$ cat config.mk
export PLATFORM = sky130hd
export DESIGN_NAME = sopc_stall_timer
export DESIGN_NICKNAME = d
export VERILOG_FILES = /design/src/rtl/sopc_stall_timer.sv
export SDC_FILE = /design/constraint.sdc
export NUM_CORES = 1
export LEC_CHECK = 0
export ABC_CLOCK_PERIOD_IN_PS = 1300
export CAP_MARGIN = 20
export CORE_ASPECT_RATIO = 1.25
export CORE_UTILIZATION = 50
export DETAILED_ROUTE_END_ITERATION = 12
export HOLD_SLACK_MARGIN = 0.05
export PLACE_DENSITY = 0.83
export SETUP_SLACK_MARGIN = 0.3
export SLEW_MARGIN = 20
export SYNTH_ARGS = -nofsm -noshare
export SYNTH_HDL_FRONTEND = slang
export SYNTH_SLANG_ARGS = --single-unit
$ cat constraint.sdc
create_clock -name clock -period 1.3 [get_ports clock]
set_input_delay 0.26 -clock clock [delete_from_list [all_inputs] [get_ports clock]]
set_output_delay 0.26 -clock clock [all_outputs]
set_load 0.02 [all_outputs]
$ cat src/rtl/sopc_stall_timer.sv
// Small reloadable counter with a terminal-count flag, stepping up or down on enable.
// Used both as the startup delay and as the waitrequest timeout.
module sopc_stall_timer #(
    parameter int WIDTH      = 16,
    parameter int START      = 0,
    parameter int TERMINAL   = 0,
    parameter bit COUNT_DOWN = 1'b0
) (
    input  logic clock,
    input  logic reset,
    input  logic clear,
    input  logic enable,
    output logic tc
);

    logic [WIDTH-1:0] count;

    // The counter parks at the terminal value until it is cleared again.
    always_ff @(posedge clock) begin
        if (reset || clear) begin
            count <= WIDTH'(START);
        end else if (enable && !tc) begin
            count <= COUNT_DOWN ? count - WIDTH'(1) : count + WIDTH'(1);
        end
    end

    assign tc = (count == WIDTH'(TERMINAL));

endmodule

==> flow_metrics.tcl, run 1 <==
set metrics [dict create \
    synth_fa_ha_area_share_pct 3.08 \
    grt-worst-endpoint "tc" \
    ys_top_cells_by_area "dfxtp_1 39%, xor2_1 7.6%, nor2_1 5.1%, nand3_1 4.9%, nand4_1 3.9%" \
    dpl-instance-area_um2 1100 \
    post_synth_num_cell_types 28 \
    hpwl_um 1560 \
    synth_top_family_by_area "simple AND/OR/NAND/NOR gates" \
    gp_congestion 0.760 \
    row_count 15 \
    synth_common_cells "16 x dfxtp_1, 11 x nor2_1, 8 x nand3_1" \
    syn_avg_cell_area_um2 8.64 \
    synth_ff_type "dfxtp_1" \
    worst_endpoint_kind "output port" \
    hold_buffers 0 \
    ys_warn_count 0 \
    ys_ff_latch 16 \
    status "stopped before the end" \
    synth_area_leader_cell "dfxtp_1" \
    die_w_um 38.0 \
    yosys.cell_count.top_type "dfxtp_1" \
    io_pins 5 \
    synth-edff-count 0 \
    synthMuxAreaShare_pct 0 \
    error_message "[ERROR DPL-0038] Utilization greater than 100%, impossible to legalize" \
    htreeDepth 1 \
    synth_compound_area_share_pct 9.24 \
    async_reset_ff_share_pct 0 \
    clk_path_buf_depth 2 \
    synth_top_area_share_pct 39.4 \
    synthXorXnorAreaFrac_pct 9.71 \
    grt_max_degree 16 \
    synth_simple_gate_area_share_pct 32.8 \
    yosysSeqAreaShare_pct 39.4 \
    synth_nets 100 \
    lastStage "global routing (5_1_grt)" \
    cts_buffers 3 \
    cts-root-buf "clkbuf_4" \
    initial_utilization_pct 56.2 \
    port_buffers 4 \
    synthCells 94 \
    cts_sinks 16 \
    die_h_um 47.1 \
    synth_area_um2 812 \
]
==> through the flow <==
step           TNS, ps  setup slack, ps  std cells
2_1_floorplan        0             9.55         94
3_3_place_gp     -2820             -472        139
3_5_place_dp     -3390             -515        139
4_1_cts          -1040             -345        150
==> kinds of logic after synthesis <==
| family | after synthesis |
|---|---|
| simple gates | 44 |
| buf+inv | 10 |
| fa+ha+maj | 2 |
| xor+xnor | 9 |
| compound gates | 13 |
| flops | 16 |
==> repair_timing <==
item / CTS
setup buffers: 7
cloned: 0
endpoints found under the setup margin: 17
pin swaps: 26
gates resized for setup: 43
==> inputs of run 2 (changes only) <==
Settings changed: ABC_CLOCK_PERIOD_IN_PS 1300 to 1700, CORE_AREA set to 2 2 63 65, CORE_ASPECT_RATIO 1.25 to not set, CORE_UTILIZATION 50 to not set, DIE_AREA set to 0 0 65 67, HOLD_SLACK_MARGIN 0.05 to not set, PLACE_DENSITY 0.83 to not set, PLACE_DENSITY_LB_ADDON set to 0.15, SETUP_SLACK_MARGIN 0.3 to not set.
Clock period 1.3 ns to 1.7 ns, I/O delays scaled along.
==> run 2 against run 1 <==
Net effect:
- the run now ends clean
- synthesized cell count unchanged
- area after synthesis unchanged
==> flow_metrics.tcl, run 2 <==
set metrics [dict create \
    multi_input_area_um2 487 \
    crit_start "count[0]$_SDFFE_PP0P_" \
    top_regs "count x16" \
    drv_cap 0 \
    maxSlewViolCount 0 \
    viasPerCell 4.40 \
    ys_ff_latch 16 \
    cts_sinks 16 \
    synth_common_cells "16 x dfxtp_1, 11 x nor2_1, 8 x nand3_1" \
    worstRegToRegCells 5 \
    setup-violations-final 0 \
    grt_antenna_before_repair 0 \
    clock_latency_ps 250 \
    regMostFlops "count" \
    cts_buffers 3 \
    ff2ff_setup_slack_ps 140 \
    synth_ff_type "dfxtp_1" \
    io_pins 5 \
    worstPathBufferInverterCount 2 \
    holdWs_ps 611 \
    htreeDepth 1 \
    rsz0062_at_grt "true" \
    critical-path-top-delay-family "simple AND/OR/NAND/NOR gates" \
    required_ps 1360 \
    final_common_cell "buf_4" \
    cp_cell_sequence "inv_2 -> ha_4 -> nor4b_4 -> and4_4 -> buf_6" \
    dr_total_vias 756 \
    final_cell_mix "26 x buf_4, 14 x dfxtp_1, 11 x nor2_1" \
    die_w_um 65 \
    seq_area_um2 323 \
    grt_pass1_vias 773 \
    syn_avg_cell_area_um2 8.64 \
    critPathArrivalTime_ps 1320 \
    setup_tns_ps 0 \
    fmax_mhz 602 \
    hold_path_class "flop to flop" \
    post-place-cells 168 \
    worstSetupEndpoint "tc" \
    drtIter0Drc 12 \
    finalHoldViolations 0 \
    relSlewSlack_pct 81.2 \
    drive_gt1_share_pct 38.7 \
    port_buffers 4 \
    die_h_um 67 \
    largest_reg_flops 16 \
    hold_buffers 0 \
    ys_top_cells_by_area "dfxtp_1 39%, xor2_1 7.6%, nor2_1 5.1%, nand3_1 4.9%, nand4_1 3.9%" \
    synth-edff-count 0 \
    fillCellCount 377 \
    tritoncts "built" \
    clk_path_buf_depth 2 \
    drt-total-wl_um 1880 \
    post-route-period-util_pct 97.7 \
    wl_per_cell_um 10.9 \
    synth_nets 100 \
    path_max_fanout 2 \
    cts-root-buf "clkbuf_8" \
    grt_pass1_wl_um 3360 \
    synthCells 94 \
    cp.depth 5 \
    initial_utilization_pct 22.5 \
    synth_area_leader_cell "dfxtp_1" \
    final_cells 172 \
    core_area_um2 3610 \
    antenna_cells 0 \
    drt_first_pass_iters 4 \
    grt-ovfl-total 0 \
    synth_area_um2 812 \
    die-area_um2 4360 \
    drc_errors 0 \
    cp_slowest_cell "dfxtp_2" \
    async_reset_ff_share_pct 0 \
    synth_top_area_share_pct 39.4 \
    cts.reportedPaths.clkPinSlew_ps 70 \
    fin_skew_ps 4.20 \
    syn2layout_area_growth_pct 45.8 \
    route.antenna.remaining_nets 0 \
    ir_worst_vdd_uv 205 \
    post_synth_num_cell_types 28 \
    critPathCaptureType "primary output" \
    grt_max_degree 16 \
    ys_warn_count 0 \
    hpwl_um 1440 \
    finalNetCount 131 \
    min_period_ps 1660 \
    p_per_area_nw_per_um2 620 \
    slowest_delay_ps 330 \
    timing.rr.end "count[15]$_SDFFE_PP0P_" \
    yosys.cell_count.top_type "dfxtp_1" \
    power_leakage_nw 0.462 \
    status "complete, no violations" \
    yosysSeqAreaShare_pct 39.4 \
    grt_util_all_layers_pct 10.1 \
    path_class "flop to primary output" \
    gp_congestion 0.769 \
    crit_path_start_kind "flop" \
    row_count 22 \
    r2r_start "count[3]$_SDFFE_PP0P_" \
    worst_pin_slew_ps 281 \
]
-- run 2: cell counts after synthesis --
Identical to the previous run, type by type.
-- run 2: through the flow --
step                      util [%]  setup slack (ps)  power (mW)  instance area, um^2
final                         32.8              39.8       0.734                 1180
after global routing          32.8             -38.2       0.767                 1180
after CTS                     32.4             -12.3       0.747                 1170
after detailed placement      30.0              -354       0.407                 1080
after global placement        30.0              -351       0.407                 1080
after floorplan                  -               286       0.394                  812
-- run 2: where the power goes --
| part | internal, mW | switching [mW] |
|---|---|---|
| sequential | 0.375 | 0 |
| combinational | 0.0107 | 0.0124 |
| clock | 0.205 | 0.130 |
-- run 2: cell type report --
class	instances	share of cell area, %
multi-input cells	68	41.1
flip-flops and latches	16	27.3
repair buffers	30	20.0
well taps	48	5.07
clock buffers	4	4.65
inverters	6	1.90
-- run 2: how the worst min path moves through the flow --
stage                           start                      to  slack, ps  depth (start not counted)
3_3_place_gp    count[1]$_SDFFE_PP0P_   count[1]$_SDFFE_PP0P_        570                          3
6_report       count[14]$_SDFFE_PP0P_  count[14]$_SDFFE_PP0P_        610                          3
5_1_grt        count[15]$_SDFFE_PP0P_  count[15]$_SDFFE_PP0P_        670                          3
2_1_floorplan  count[15]$_SDFFE_PP0P_  count[15]$_SDFFE_PP0P_        460                          2
3_5_place_dp    count[5]$_SDFFE_PP0P_   count[5]$_SDFFE_PP0P_        590                          3
4_1_cts         count[5]$_SDFFE_PP0P_   count[5]$_SDFFE_PP0P_        610                          3
-- run 2: what timing repair did --
item                       4_1_cts  5_1_grt
gates resized for setup         14        3
pin swaps                        2        2
buffers inserted                 1        0
setup endpoints to repair        1        1
gates cloned                     0        0
-- run 2: worst reg2reg max path: stages (launching register included) --
cell     delay (ps)
dfxtp_1         330
buf_4           130
and4_1          360
nand4_4         170
or3_1           380
a21oi_1         130
-- run 2: cells by family (layout without fill, tap and decap cells) --
logic type | after synthesis | in the layout | synth area share, %
buffers and inverters | 10 | 40 | 5.70
adders and majority gates | 2 | 2 | 3.08
and+or+nand+nor | 44 | 44 | 32.8
xor gates and xnor gates | 9 | 9 | 9.71
AOI/OAI and AO/OA | 13 | 13 | 9.24
DFF | 16 | 16 | 39.4
-- run 2: metal layers --
| metal | global-route usage [%] | share of wire (%) | vias to the layer above |
|---|---|---|---|
| met5 | 0 | 0 | - |
| met3 | 2.20 | 3.0 | 4 |
| li1 | - | - | 393 |
| met2 | 17.1 | 45 | 12 |
| met1 | 12.5 | 50 | 347 |
| met4 | 3.99 | 1.3 | 0 |
(Power assumes the default switching activity.)
==> inputs of run 3 (changes only) <==
Settings changed: REMOVE_ABC_BUFFERS set to 1.
==> run 3 against run 2 <==
Net effect:
- total power is 0.28% higher
- fmax is 1.0% lower
- combinational power is 3% higher
- core utilization is 1.1 points higher
- sequential cell count stayed put
- worst hold slack worse by 14 ps
- die area stayed put
- final area is 3.4% higher
- register-to-register slack worse by 30 ps
- wire length is 3.4% higher
==> flow_metrics.tcl, run 3 (synthesized netlist as in run 2, its figures left out) <==
set metrics [dict create \
    finalHoldViolations 0 \
    status "complete, no violations" \
    top_usage_layer "met2" \
    post-route-period-util_pct 98.7 \
    worstPathBufferInverterCount 2 \
    worst_pin_slew_ps 321 \
    cp_cell_sequence "inv_2 -> ha_4 -> nor4b_4 -> and4_4 -> buf_6" \
    slowest_delay_ps 320 \
    hold_path_class "flop to flop" \
    worstSetupEndpoint "tc" \
    ir_worst_vdd_uv 391 \
    met2_usage_pct 16.5 \
    rsz0062_at_grt "true" \
    drv_cap 0 \
    hpwl_um 1460 \
    drt_first_pass_iters 4 \
    cp_slowest_cell "dfxtp_2" \
    cts.reportedPaths.clkPinSlew_ps 70 \
    critPathCaptureType "primary output" \
    cts_sinks 16 \
    drc_errors 0 \
    grt_util_all_layers_pct 10.6 \
    grt_antenna_before_repair 0 \
    initial_utilization_pct 22.5 \
    cts_buffers 3 \
    maxSlewViolCount 0 \
    r2r_start "count[1]$_SDFFE_PP0P_" \
    drive_gt1_share_pct 41.4 \
    port_buffers 4 \
    antenna_cells 0 \
    p_per_area_nw_per_um2 601 \
    timing.rr.end "count[2]$_SDFFE_PP0P_" \
    finalNetCount 135 \
    relSlewSlack_pct 78.5 \
    required_ps 1360 \
    grt_pass1_wl_um 3520 \
    fmax_mhz 596 \
    tritoncts "built" \
    wl_per_cell_um 11.0 \
    grt_pass1_vias 757 \
    final_core_util_pct 33.9 \
    final_cell_mix "30 x buf_4, 13 x dfxtp_1, 11 x nor2_1" \
    use_met3_pct 3.04 \
    worstRegToRegCells 9 \
    htreeDepth 1 \
    holdCritStartpoint "count[5]$_SDFFE_PP0P_" \
    path_class "flop to primary output" \
    path_max_fanout 2 \
    cp.depth 5 \
    final_common_cell "buf_4" \
    largest_reg_flops 16 \
    die-area_um2 4360 \
    hold_buffers 0 \
    route.antenna.remaining_nets 0 \
    grt_max_degree 16 \
    drt-total-wl_um 1940 \
    cts-root-buf "clkbuf_8" \
    ff2ff_setup_slack_ps 110 \
    top_regs "count x16" \
    min_period_ps 1680 \
    syn2layout_area_growth_pct 50.7 \
    die_h_um 67 \
    power_leakage_nw 0.486 \
    drtIter0Drc 16 \
    critPathArrivalTime_ps 1340 \
    setup_tns_ps 0 \
    gp_congestion 0.769 \
    crit_path_start_kind "flop" \
    regMostFlops "count" \
    row_count 22 \
    crit_start "count[1]$_SDFFE_PP0P_" \
    critical-path-top-delay-family "simple AND/OR/NAND/NOR gates" \
    setup-violations-final 0 \
    core_area_um2 3610 \
    clk_path_buf_depth 2 \
    dr_total_vias 770 \
    fin_skew_ps 3.58 \
    use_met1_pct 14.7 \
    die_w_um 65 \
    io_pins 5 \
    viasPerCell 4.38 \
    grt-ovfl-total 0 \
    clock_latency_ps 250 \
]
[run 3: timing repair]
item	in CTS	in global routing
endpoints found under the setup margin	1	2
buffers inserted	3	1
gates resized for setup	15	4
pin swaps	2	4
[run 3: worst min-delay path by stage]
stage,end,slack (ps),cells after the start
2_1_floorplan,count[15]$_SDFFE_PP0P_,460,2
3_3_place_gp,count[5]$_SDFFE_PP0P_,530,2
3_5_place_dp,count[5]$_SDFFE_PP0P_,540,2
4_1_cts,count[5]$_SDFFE_PP0P_,580,2
5_1_grt,count[13]$_SDFFE_PP0P_,660,3
6_report,count[5]$_SDFFE_PP0P_,600,2
[run 3: worst reg2reg max path: stages, from the launching register on]
cell,delay [ps]
dfxtp_2,320
inv_2,60
ha_4,120
nor4b_4,220
buf_4,150
buf_4,90
a41oi_1,110
buf_4,160
a21o_2,190
a21oi_1,100
[run 3: metal layers]
| metal | up-vias | share of wire, % |
|---|---|---|
| met2 | 9 | 47 |
| met1 | 358 | 51 |
| met4 | 0 | 0 |
| li1 | 403 | - |
| met5 | - | 0 |
| met3 | 0 | 2.4 |
[run 3: through the flow]
step	worst slack [ps]	hold WS (ps)	instances	instance area [um^2]	power, mW
4_1_cts	-3.71	575	175	1200	0.758
3_5_place_dp	-394	544	168	1080	0.408
5_1_grt	-48.0	656	176	1220	0.778
6_report	22.6	597	176	1220	0.736
3_3_place_gp	-280	535	168	1080	0.407
2_1_floorplan	286	458	90	788	0.389
[run 3: final cells by class]
type                            count  area (um^2)
Sequential cell                    16          324
Multi-Input combinational cell     68          495
Fill cell                         376         2380
Timing Repair Buffer               34          267
Inverter                            6         22.5
Clock buffer                        4         55.1
Tap cell                           48         60.1
[run 3: power by group]
part | switching [mW] | internal (mW) | leakage (nW)
clock | 0.132 | 0.205 | 0.0288
sequential | 0 | 0.375 | 0.130
combinational | 0.0131 | 0.0107 | 0.327
==> variant 1: new RTL, config.mk and constraints of run 2 <==
The parameter `COUNT_DOWN` goes from 1'b0 to 1'b1.
--- a/src/rtl/sopc_stall_timer.sv
+++ b/src/rtl/sopc_stall_timer.sv
@@ -5,5 +5,5 @@
     parameter int START      = 0,
     parameter int TERMINAL   = 0,
-    parameter bit COUNT_DOWN = 1'b0
+    parameter bit COUNT_DOWN = 1'b1
 ) (
     input  logic clock,
Check against the original RTL: same outputs for any inputs over 10 cycles, from zero or initial values; that may be too few to reach the edited logic, so the function may still have changed.
==> variant 1 against run 2 <==
- the flow now finishes with violations (negative setup slack)
- synthesized cell count up 20%
- design area up 39%
- area after synthesis up 11%
- core utilization up 13 points
- wire length up 57%
- sequential cell count unchanged
- setup slack worse by 450 ps
- clock skew down 2.5 ps
- critical path type is now register to register
- highest routed layer unchanged
Power is not shown: default switching activity piles up to over one toggle a cycle in this logic, so the estimate is an artifact.
==> variant 1: results <==
export IMPL_hpwl_um=1900
export IMPL_cts_setup_buffers=10
export IMPL_cts_resized=23
export IMPL_wl_met3_um=49
export IMPL_diodes=0
export IMPL_ys_top_cells_by_count="dfxtp_1 (16), a21oi_1 (13), nor2_1 (12), nand2_1 (10)"
export IMPL_status="complete, but fails checks"
export IMPL_cpMaxStageDelayCell="or4_4"
export IMPL_dr_wl_met2_um=1530
export IMPL_top_layer="met4"
export IMPL_hold_end="count[15]$_SDFFE_PP0P_"
export IMPL_hold_violations=0
export IMPL_fin_ws_ps=-407
export IMPL_path_clk_slew_ps=70
export IMPL_place_congestion=0.822
export IMPL_cts_path_max_buffers=2
export IMPL_routed_via_density=5.08
export IMPL_first_global_vias=1053
export IMPL_grt_pass1_wl_um=4740
export IMPL_worstHoldPathCells=2
export IMPL_synth_compound_area_share=0.203
export IMPL_critPathTopFamily="simple AND/OR/NAND/NOR gates"
export IMPL_worst_slew_pin_slew_ps=449
export IMPL_synth_distinct_cells=35
export IMPL_place_area_um2=1290
export IMPL_yosys_warnings=0
export IMPL_seq_area_frac_synth=0.354
export IMPL_fin_setup_tns_ps=-3790
export IMPL_r2r_end="count[12]$_SDFFE_PP0P_"
export IMPL_finalSetupViolCount=16
export IMPL_synth_adder_area_share=0.0138
export IMPL_synth_fp_nets=118
export IMPL_numCtsBuffers=3
export IMPL_grt_use_total=0.144
export IMPL_worstHoldStart="count[15]$_SDFFE_PP0P_"
export IMPL_max_stage_delay_ps=450
export IMPL_synthTopCellsByArea="dfxtp_1 (35%), a21oi_1 (7.2%), nor2_1 (5.0%)"
export IMPL_drt_iter0_markers=17
export IMPL_synth_xor_area_share=0.00968
export IMPL_drive_gt1_frac=0.609
export IMPL_grt_max_degree=15
export IMPL_nets=175
export IMPL_clkLatencyLatePin_ps=250
export IMPL_hold_path_class="register to register"
export IMPL_post_drt_wl_per_cell_um=13.6
export IMPL_r2r_cells=7
export IMPL_async_flop_share=0
export IMPL_cp_arrival_ps=2280
export IMPL_crit_path_end_kind="register"
export IMPL_violations="negative setup slack"
export IMPL_skew_ps=1.73
export IMPL_antenna_found_initial=0
export IMPL_met1_length_um=1310
export IMPL_drt_pass1_iterations=4
export IMPL_cp_max_fo=4
## variant 1: changes by cell type after synthesis, moves of 3 or more
cell	change
nand2_1	+9
a21oi_1	+8
xor2_1	-7
nand3_1	-5
nor3_1	+4
and3_2	-3
nand4_1	-3
or4_1	+3
## variant 1: final cells by class
class | instances | area [um^2]
Fill cell | 354 | 1960
Multi-Input combinational cell | 88 | 717
Timing Repair Buffer | 56 | 475
Sequential cell | 16 | 324
Tap cell | 48 | 60.1
Clock buffer | 4 | 55.1
Inverter | 5 | 18.8
## variant 1: routing by layer
layer	vias to the layer above	GRT usage
met5	-	0
met4	0	0.0559
met3	6	0.0203
met2	9	0.267
met1	543	0.166
li1	544	-
## variant 1: per-stage QoR
step | cells | hold slack, ps | worst slack, ps
after floorplan | 113 | 453 | -314
after CTS | 212 | 489 | -400
final | 217 | 499 | -407
after detailed placement | 198 | 477 | -567
after global routing | 217 | 514 | -473
after global placement | 198 | 469 | -560
==> variant 2: new RTL, config.mk and constraints of run 2 <==
Made on the original files. Add an input register stage for `clear` and `enable`; this delays them by one clock.
--- a/src/rtl/sopc_stall_timer.sv
+++ b/src/rtl/sopc_stall_timer.sv
@@ -14,11 +14,19 @@
 );
 
+    logic clear_q;
+    logic enable_q;
+
+    always_ff @(posedge clock) begin
+        clear_q  <= clear;
+        enable_q <= enable;
+    end
+
     logic [WIDTH-1:0] count;
 
     // The counter parks at the terminal value until it is cleared again.
     always_ff @(posedge clock) begin
-        if (reset || clear) begin
+        if (reset || clear_q) begin
             count <= WIDTH'(START);
-        end else if (enable && !tc) begin
+        end else if (enable_q && !tc) begin
             count <= COUNT_DOWN ? count - WIDTH'(1) : count + WIDTH'(1);
         end
Formal check against the unedited RTL: no difference found for any inputs over 10 cycles, from zero or initial values; that may be too few to reach the edited logic, so the function may still have changed.
==> variant 2 against run 2 <==
- design area is 5.6% higher
- area after synthesis is 4.9% higher
- hold slack got worse by 83 ps
- wire length is 6.0% higher
- core utilization up 1.8 points
- sequential cell count up 2
- power grew 8.5%
- clock power up 4%
- setup slack better by 2.9 ps
- critical path type unchanged
==> variant 2: results <==
export IMPL_hpwl_um=1470
export IMPL_hold_end="enable_q$_DFF_P_"
export IMPL_grt_pass1_wl_um=3510
export IMPL_worstHoldStart="enable"
export IMPL_routed_via_density=4.37
export IMPL_powerDensity_nw_per_um2=637
export IMPL_fmax_ghz=0.603
export IMPL_synth_adder_area_share=0.0294
export IMPL_reg_top3="count x16, clear_q x1, enable_q x1"
export IMPL_synth_fp_nets=102
export IMPL_maxSlewHeadroom=0.664
export IMPL_skew_ps=2.62
export IMPL_synth_xor_area_share=0.0925
export IMPL_dr_wl_met2_um=976
export IMPL_status="finished clean"
export IMPL_power_leakage_nw=0.495
export IMPL_ir_worst_vdd_uv=246
export IMPL_seq_area_frac_synth=0.423
export IMPL_drive_gt1_frac=0.406
export IMPL_cp_startpoint="count[9]$_SDFFE_PP0P_"
export IMPL_reg2reg_from="count[5]$_SDFFE_PP0P_"
export IMPL_post_drt_wl_per_cell_um=11.3
export IMPL_place_area_um2=1120
export IMPL_grt_use_total=0.109
export IMPL_pre_cts_ws_ps=-381
export IMPL_wl_met3_um=38
export IMPL_ys_top_cells_by_count="dfxtp_1 (18), nor2_1 (11), nand3_1 (8), xor2_1 (7), inv_1 (6)"
[variant 2: changes by cell type in the layout (fill, tap and decap cells not counted), sizes merged]
cell / before / now
buf: 27 / 29
dfxtp: 16 / 18
[variant 2: logic make-up (layout without fill, tap and decap cells)]
logic type	after synthesis	count (layout)
compound gates	13	13
xor+xnor	9	9
fa+ha+maj	2	2
buf+inv	10	42
flops	18	18
simple gates	44	44
[variant 2: worst max path at each step]
stage	end	slack (ps)	cells past startpoint
3_3_place_gp	tc	-350	5
2_1_floorplan	count[2]$_SDFFE_PP0P_	290	6
5_1_grt	tc	-20	5
4_1_cts	tc	20	4
6_report	tc	40	4
3_5_place_dp	tc	-380	5
[variant 2: layout make-up]
| class | count | area share |
|---|---|---|
| Multi-Input combinational cell | 68 | 0.396 |
| Sequential cell | 18 | 0.292 |
| Timing Repair Buffer | 32 | 0.201 |
| Tap cell | 48 | 0.0480 |
| Clock buffer | 4 | 0.0440 |
| Inverter | 6 | 0.0180 |
[variant 2: power breakdown]
part	internal (mW)	switching, mW	total (mW)
Clock	0.205	0.142	0.348
Combinational	0.0106	0.0112	0.0218
Sequential	0.424	0.00253	0.426
Total	0.640	0.156	0.796
[variant 2: timing repair]
item,in CTS,in global routing
endpoints found under the setup margin,1,1
gates cloned,0,0
setup buffers,1,2
gates resized for setup,17,3
pin swaps,1,2
[variant 2: per-layer routing]
layer  up-vias  GRT usage
met2         5      0.183
li1        406          -
met3         2     0.0203
met4         0     0.0559
met1       356      0.132
met5         -          0
[variant 2: stage by stage]
step / hold WS, ps / instances / power (mW) / util / TNS (ps)
after global routing: 520 / 176 / 0.835 / 0.347 / -22.8
after global placement: 533 / 169 / 0.458 / 0.310 / -353
final: 528 / 176 / 0.796 / 0.347 / 0
after floorplan: 368 / 96 / 0.445 / - / 0
after detailed placement: 532 / 169 / 0.459 / 0.310 / -381
after CTS: 524 / 174 / 0.814 / 0.339 / 0
[variant 2: critical path, cell delays in order, from the launching register on]
cell and delay (ps):
dfxtp_2 340, nor4_4 260, buf_4 140, and4_4 210
buf_6 110
